`config.mk`:
```
export PLATFORM = sky130hd
export DESIGN_NAME = dmem_arbiter
export DESIGN_NICKNAME = d
export VERILOG_FILES = /design/src/rtl/dmem_arbiter.sv
export SDC_FILE = /design/constraint.sdc
export NUM_CORES = 1
export LEC_CHECK = 0
export ABC_CLOCK_PERIOD_IN_PS = 2100
export CELL_PAD_IN_SITES_DETAIL_PLACEMENT = 1
export CELL_PAD_IN_SITES_GLOBAL_PLACEMENT = 2
export CORE_MARGIN = 10
export CORE_UTILIZATION = 10
export CTS_CLUSTER_SIZE = 8
export DETAILED_ROUTE_END_ITERATION = 7
export PLACE_DENSITY = 0.91
export SYNTH_ARGS = -nofsm -noshare
export SYNTH_HDL_FRONTEND = slang
export SYNTH_SLANG_ARGS = --single-unit
```
`constraint.sdc`:
```
create_clock -name clk -period 2.1 [get_ports clk]
set_input_delay 0.42 -clock clk [delete_from_list [all_inputs] [get_ports clk]]
set_output_delay 0.42 -clock clk [all_outputs]
set_load 0.02 [all_outputs]
```
`src/rtl/dmem_arbiter.sv`:
```
// Two-port data-memory arbiter: round-robin with bounded read-modify-write locking.
// Define DMEM_ARB_FIXED_PRIO_EN for fixed port-0 priority (locks apply to port 0 only).
`timescale 1ns/1ps
module dmem_arbiter #(
    parameter int unsigned AW       = 32,
    parameter int unsigned DW       = 32,
    parameter int unsigned LOCK_MAX = 4
) (
    input  logic          clk,
    input  logic          reset,
    input  logic          req0,
    input  logic          req1,
    input  logic          we0,
    input  logic          we1,
    input  logic          lock0,
    input  logic          lock1,
    input  logic [AW-1:0] adr0,
    input  logic [AW-1:0] adr1,
    input  logic [DW-1:0] wd0,
    input  logic [DW-1:0] wd1,
    output logic          gnt0,
    output logic          gnt1,
    output logic          rvalid0,
    output logic          rvalid1,
    output logic [DW-1:0] rd0,
    output logic [DW-1:0] rd1,
    output logic          mem_we,
    output logic [AW-1:0] mem_adr,
    output logic [DW-1:0] mem_wd,
    input  logic [DW-1:0] mem_rd
);

    typedef enum logic [1:0] {
        IDLE,
        OWN0,
        OWN1
    } state_t;

    localparam logic [3:0] LOCK_LIM = 4'(LOCK_MAX);

    state_t     state_q, state_d;
    logic [3:0] cnt_q, cnt_d;
    logic       rvalid0_q, rvalid0_d;
    logic       rvalid1_q, rvalid1_d;

    logic       lk0, lk1;
    logic       held0, held1;
    logic       g0, g1;

    // A lock only counts when its port is also requesting.
    assign lk0 = lock0 & req0;
`ifdef DMEM_ARB_FIXED_PRIO_EN
    assign lk1 = 1'b0;
`else
    assign lk1 = lock1 & req1;
`endif

    assign held0 = (state_q == OWN0) && lk0 && (cnt_q < LOCK_LIM);
    assign held1 = (state_q == OWN1) && lk1 && (cnt_q < LOCK_LIM);

    always_comb begin
        g0 = 1'b0;
        g1 = 1'b0;
        if (reset) begin
            if (req0 && !req1) begin
                g0 = 1'b1;
            end else if (req1 && !req0) begin
                g1 = 1'b1;
            end else if (req0 && req1) begin
`ifdef DMEM_ARB_FIXED_PRIO_EN
                // Port 0 wins unless its lock has run out of budget.
                if ((state_q == OWN0) && lk0 && (cnt_q >= LOCK_LIM)) begin
                    g1 = 1'b1;
                end else begin
                    g0 = 1'b1;
                end
`else
                if (held0) begin
                    g0 = 1'b1;
                end else if (held1) begin
                    g1 = 1'b1;
                end else if (state_q == OWN0) begin
                    g1 = 1'b1;
                end else begin
                    g0 = 1'b1;
                end
`endif
            end
        end
    end

    always_comb begin
        state_d   = IDLE;
        cnt_d     = '0;
        rvalid0_d = g0 & ~we0;
        rvalid1_d = g1 & ~we1;
        if (g0) begin
            state_d = OWN0;
            if ((state_q == OWN0) && lk0) begin
                cnt_d = (cnt_q >= LOCK_LIM) ? LOCK_LIM : cnt_q + 4'd1;
            end
        end else if (g1) begin
            state_d = OWN1;
            if ((state_q == OWN1) && lk1) begin
                cnt_d = (cnt_q >= LOCK_LIM) ? LOCK_LIM : cnt_q + 4'd1;
            end
        end
    end

    always_ff @(posedge clk) begin
        if (!reset) begin
            state_q   <= IDLE;
            cnt_q     <= '0;
            rvalid0_q <= 1'b0;
            rvalid1_q <= 1'b0;
        end else begin
            state_q   <= state_d;
            cnt_q     <= cnt_d;
            rvalid0_q <= rvalid0_d;
            rvalid1_q <= rvalid1_d;
        end
    end

    assign gnt0 = g0;
    assign gnt1 = g1;

    always_comb begin
        mem_we  = 1'b0;
        mem_adr = '0;
        mem_wd  = '0;
        if (g0) begin
            mem_we  = we0;
            mem_adr = adr0;
            mem_wd  = wd0;
        end else if (g1) begin
            mem_we  = we1;
            mem_adr = adr1;
            mem_wd  = wd1;
        end
    end

    // Gating with reset drops a read that is in flight when reset arrives.
    assign rvalid0 = rvalid0_q & reset;
    assign rvalid1 = rvalid1_q & reset;
    assign rd0     = rvalid0 ? mem_rd : '0;
    assign rd1     = rvalid1 ? mem_rd : '0;

endmodule

```
==> impl_metrics.py <==
metrics = {
    "outcome": {
        "status": "finished, violations left",
        "violations": "negative setup slack",
    },
    "logic_synthesis": {
        "syn_inst": 275,
        "yosysMostFrequentCell": "nand3_1",
        "yosysTopAreaCell": "and3_1",
        "synthTopCellsByCount": "nand3_1 (65), and3_1 (64), o2bb2ai_1 (45)",
        "synthesis.nets": 444,
        "avgSynthCellArea_um2": 7.33,
        "ys.flop_type": "dfxtp_1",
        "ys_seq_area_share_pct": 7.94,
        "synth-edff-count": 0,
        "ys_types": 27,
        "synth_top_area_share_pct": 19.9,
        "ys_ff_latch": 8,
        "netlist_area_um2": 2020,
        "postSynth.asyncResetShare_pct": 0,
        "synth_area_leaders": "and3_1 (20%), o2bb2ai_1 (20%), nand3_1 (16%)",
        "synth_warnings": 0,
    },
    "sta": {
        "slew_viol_final": 0,
        "whs_ns": 0.425,
        "min_period_over_period_pct": 112,
        "rsz0062_at_grt": "yes",
        "fin_crit_ns": 2.34,
        "setup_viol": 66,
        "setup_ws_ns": -0.242,
        "clock_skew_ns": 0.00139,
        "fmax_mhz": 427,
        "report.final.hold_viol_count": 0,
    },
    "global_routing": {
        "grt-ovfl-total": 0,
        "grt_max_degree": 49,
        "grt_pass1_vias": 4257,
        "grt_pass1_wl_um": 28300,
        "antenna_found_initial": 2,
        "grt_use_total_pct": 13.9,
    },
    "floorplan": {
        "std_cell_rows": 51,
        "initial_utilization_pct": 10.3,
        "die_area_um2": 26300,
        "die_h_um": 162,
        "die_w_um": 162,
        "core_area_um2": 19700,
        "pin_count": 301,
    },
    "routing": {
        "dr.max_layer_used": "met4",
        "drc": 0,
        "viasPerCell": 4.26,
        "drt_first_pass_iters": 4,
        "wl_um": 19800,
        "dr_wl_met3_um": 1870,
        "antenna_left": 0,
        "wl_met2_um": 10500,
        "vias": 3668,
        "routedLengthMet1_um": 7240,
        "drtIter0Drc": 92,
        "wl_per_cell_um": 23.0,
    },
    "setup_path": {
        "end_kind": "output port",
        "cp.required_ns": 1.68,
        "cp_data_arrival_time_ns": 1.92,
        "path_class": "reg -> out",
        "critical-path-max-stage-delay_ns": 0.31,
        "start_kind": "flop",
        "cp_slowest_cell": "dfxtp_2",
        "crit_chain": "nand4b_1 > buf_4 > o221a_4 > buf_6 > buf_12 > buf_16 > o2bb2ai_4 > buf_6",
        "worstPathMaxFanout": 6,
        "crit_path_frequent_cell": "buf_6",
    },
    "power": {
        "power_density_nw_per_um2": 273,
        "irDropWorstVdd_uv": 196,
        "power.leakage_uw": 0.00361,
    },
    "clocking": {
        "cts_tree": "done",
        "htreeDepth": 1,
        "cts_sinks": 8,
        "cts_buffers": 3,
        "clock_latency_ns": 0.23,
        "clk_pin_slew_ns": 0.04,
        "cts_buffer_depth": 2,
        "root_buffer": "clkbuf_16",
        "postCtsHoldBufs": 0,
    },
    "worst_hold_path": {
        "hold_path.class": "reg -> reg",
    },
    "cells_and_area": {
        "nets": 768,
        "finalNonFillerCells": 862,
        "area_growth_pct": 270,
        "drive_above_1_share_pct": 35.5,
        "diodes": 0,
    },
    "placement": {
        "gp_congestion": 0.726,
        "dpl.hpwl_um": 12800,
        "place_inst": 819,
        "port_buffers": 300,
        "place_ws_ns": -0.853,
    },
    "run": {
        "maxCapViolCount": 0,
    },
}
==> cell usage in the layout, fill, tap and decap left out, types with 2 or more instances in the layout <==
cell type,netlist,layout
nor3_1,3,3
o2bb2ai_4,0,60
dlymetal6s2s_1,0,32
and2_1,3,2
clkdlybuf4s50_1,0,167
nand3_1,65,65
buf_8,0,3
buf_4,0,25
dfxtp_2,0,3
buf_16,0,19
and4b_1,2,2
buf_12,0,13
nor2_1,4,3
o2bb2ai_2,20,5
inv_1,2,2
buf_2,5,3
dlygate4sd2_1,0,30
and3_1,64,64
clkbuf_16,0,4
nand4b_1,2,2
buf_6,8,69
dfxtp_1,8,5
==> registers in the layout (all words and copies together) (netlist names) <==
name and cells:
cnt_q 4, rvalid0_q 1, rvalid1_q 1, state_q 2
==> worst paths after layout <==
check,slack (ns),from,to,cells after the start
worst min register to register,0.42,cnt_q[0]$_SDFF_PN0_,cnt_q[0]$_SDFF_PN0_,1
worst max-delay path,-0.24,state_q[0]$_SDFF_PN0_,mem_wd[12],8
worst max register to register,0.25,state_q[0]$_SDFF_PN0_,rvalid1_q$_SDFF_PN0_,9
worst min-delay path,0.42,cnt_q[0]$_SDFF_PN0_,cnt_q[0]$_SDFF_PN0_,1
==> cell families (layout without fill, tap and decap cells) <==
group,after synthesis,in the layout,synth area share [%]
fa+ha+maj,1,1,0.620
flops,8,8,7.94
buf+inv,47,369,12.0
compound gates,69,69,36.8
other cells,1,1,0.186
simple gates,149,149,42.4
==> cell type report <==
type	instances	area (um^2)
Clock buffer	3	75.1
Sequential cell	8	164
Multi-Input combinational cell	220	2680
Inverter	3	13.8
Fill cell	2175	12200
Tap cell	265	332
Timing Repair Buffer	363	4200
==> per-layer routing <==
| metal | vias to the layer above | GRT usage (%) |
|---|---|---|
| li1 | 1727 | - |
| met1 | 1724 | 13.9 |
| met2 | 207 | 26.6 |
| met3 | 10 | 5.59 |
| met4 | 0 | 1.86 |
| met5 | - | 0 |
==> power by group <==
group          switching, uW  internal [uW]  total [uW]
Sequential              4.01            158         163
Combinational            679            881        1560
Clock                   70.9            245         316
==> through the flow <==
step / total power (uW) / setup TNS (ns) / instance area [um^2] / utilization (%)
floorplan: 556 / 0 / 2020 / -
global placement: 1190 / -50.25 / 5410 / 27.5
detailed placement: 1200 / -52.44 / 5410 / 27.5
CTS: 2030 / -10.45 / 7300 / 37.2
global route: 2130 / -15.21 / 7460 / 38.0
finish: 2040 / -12.73 / 7460 / 38.0
==> repair_timing <==
item | in CTS | in global routing
hold endpoints to repair | 0 | 0
pin swaps | 35 | 2
setup endpoints to repair | 96 | 98
buffers inserted | 22 | 1
gates cloned | 19 | 1
gates resized for setup | 571 | 37
==> critical path: cells and delay by family (launching register included) <==
family,cells,cell delay [ns]
DFF,1,0.31
AOI/OAI and AO/OA,2,0.43
and+or+nand+nor,1,0.20
buffers and inverters,5,0.73
Power figures use the tool's default switching activity.
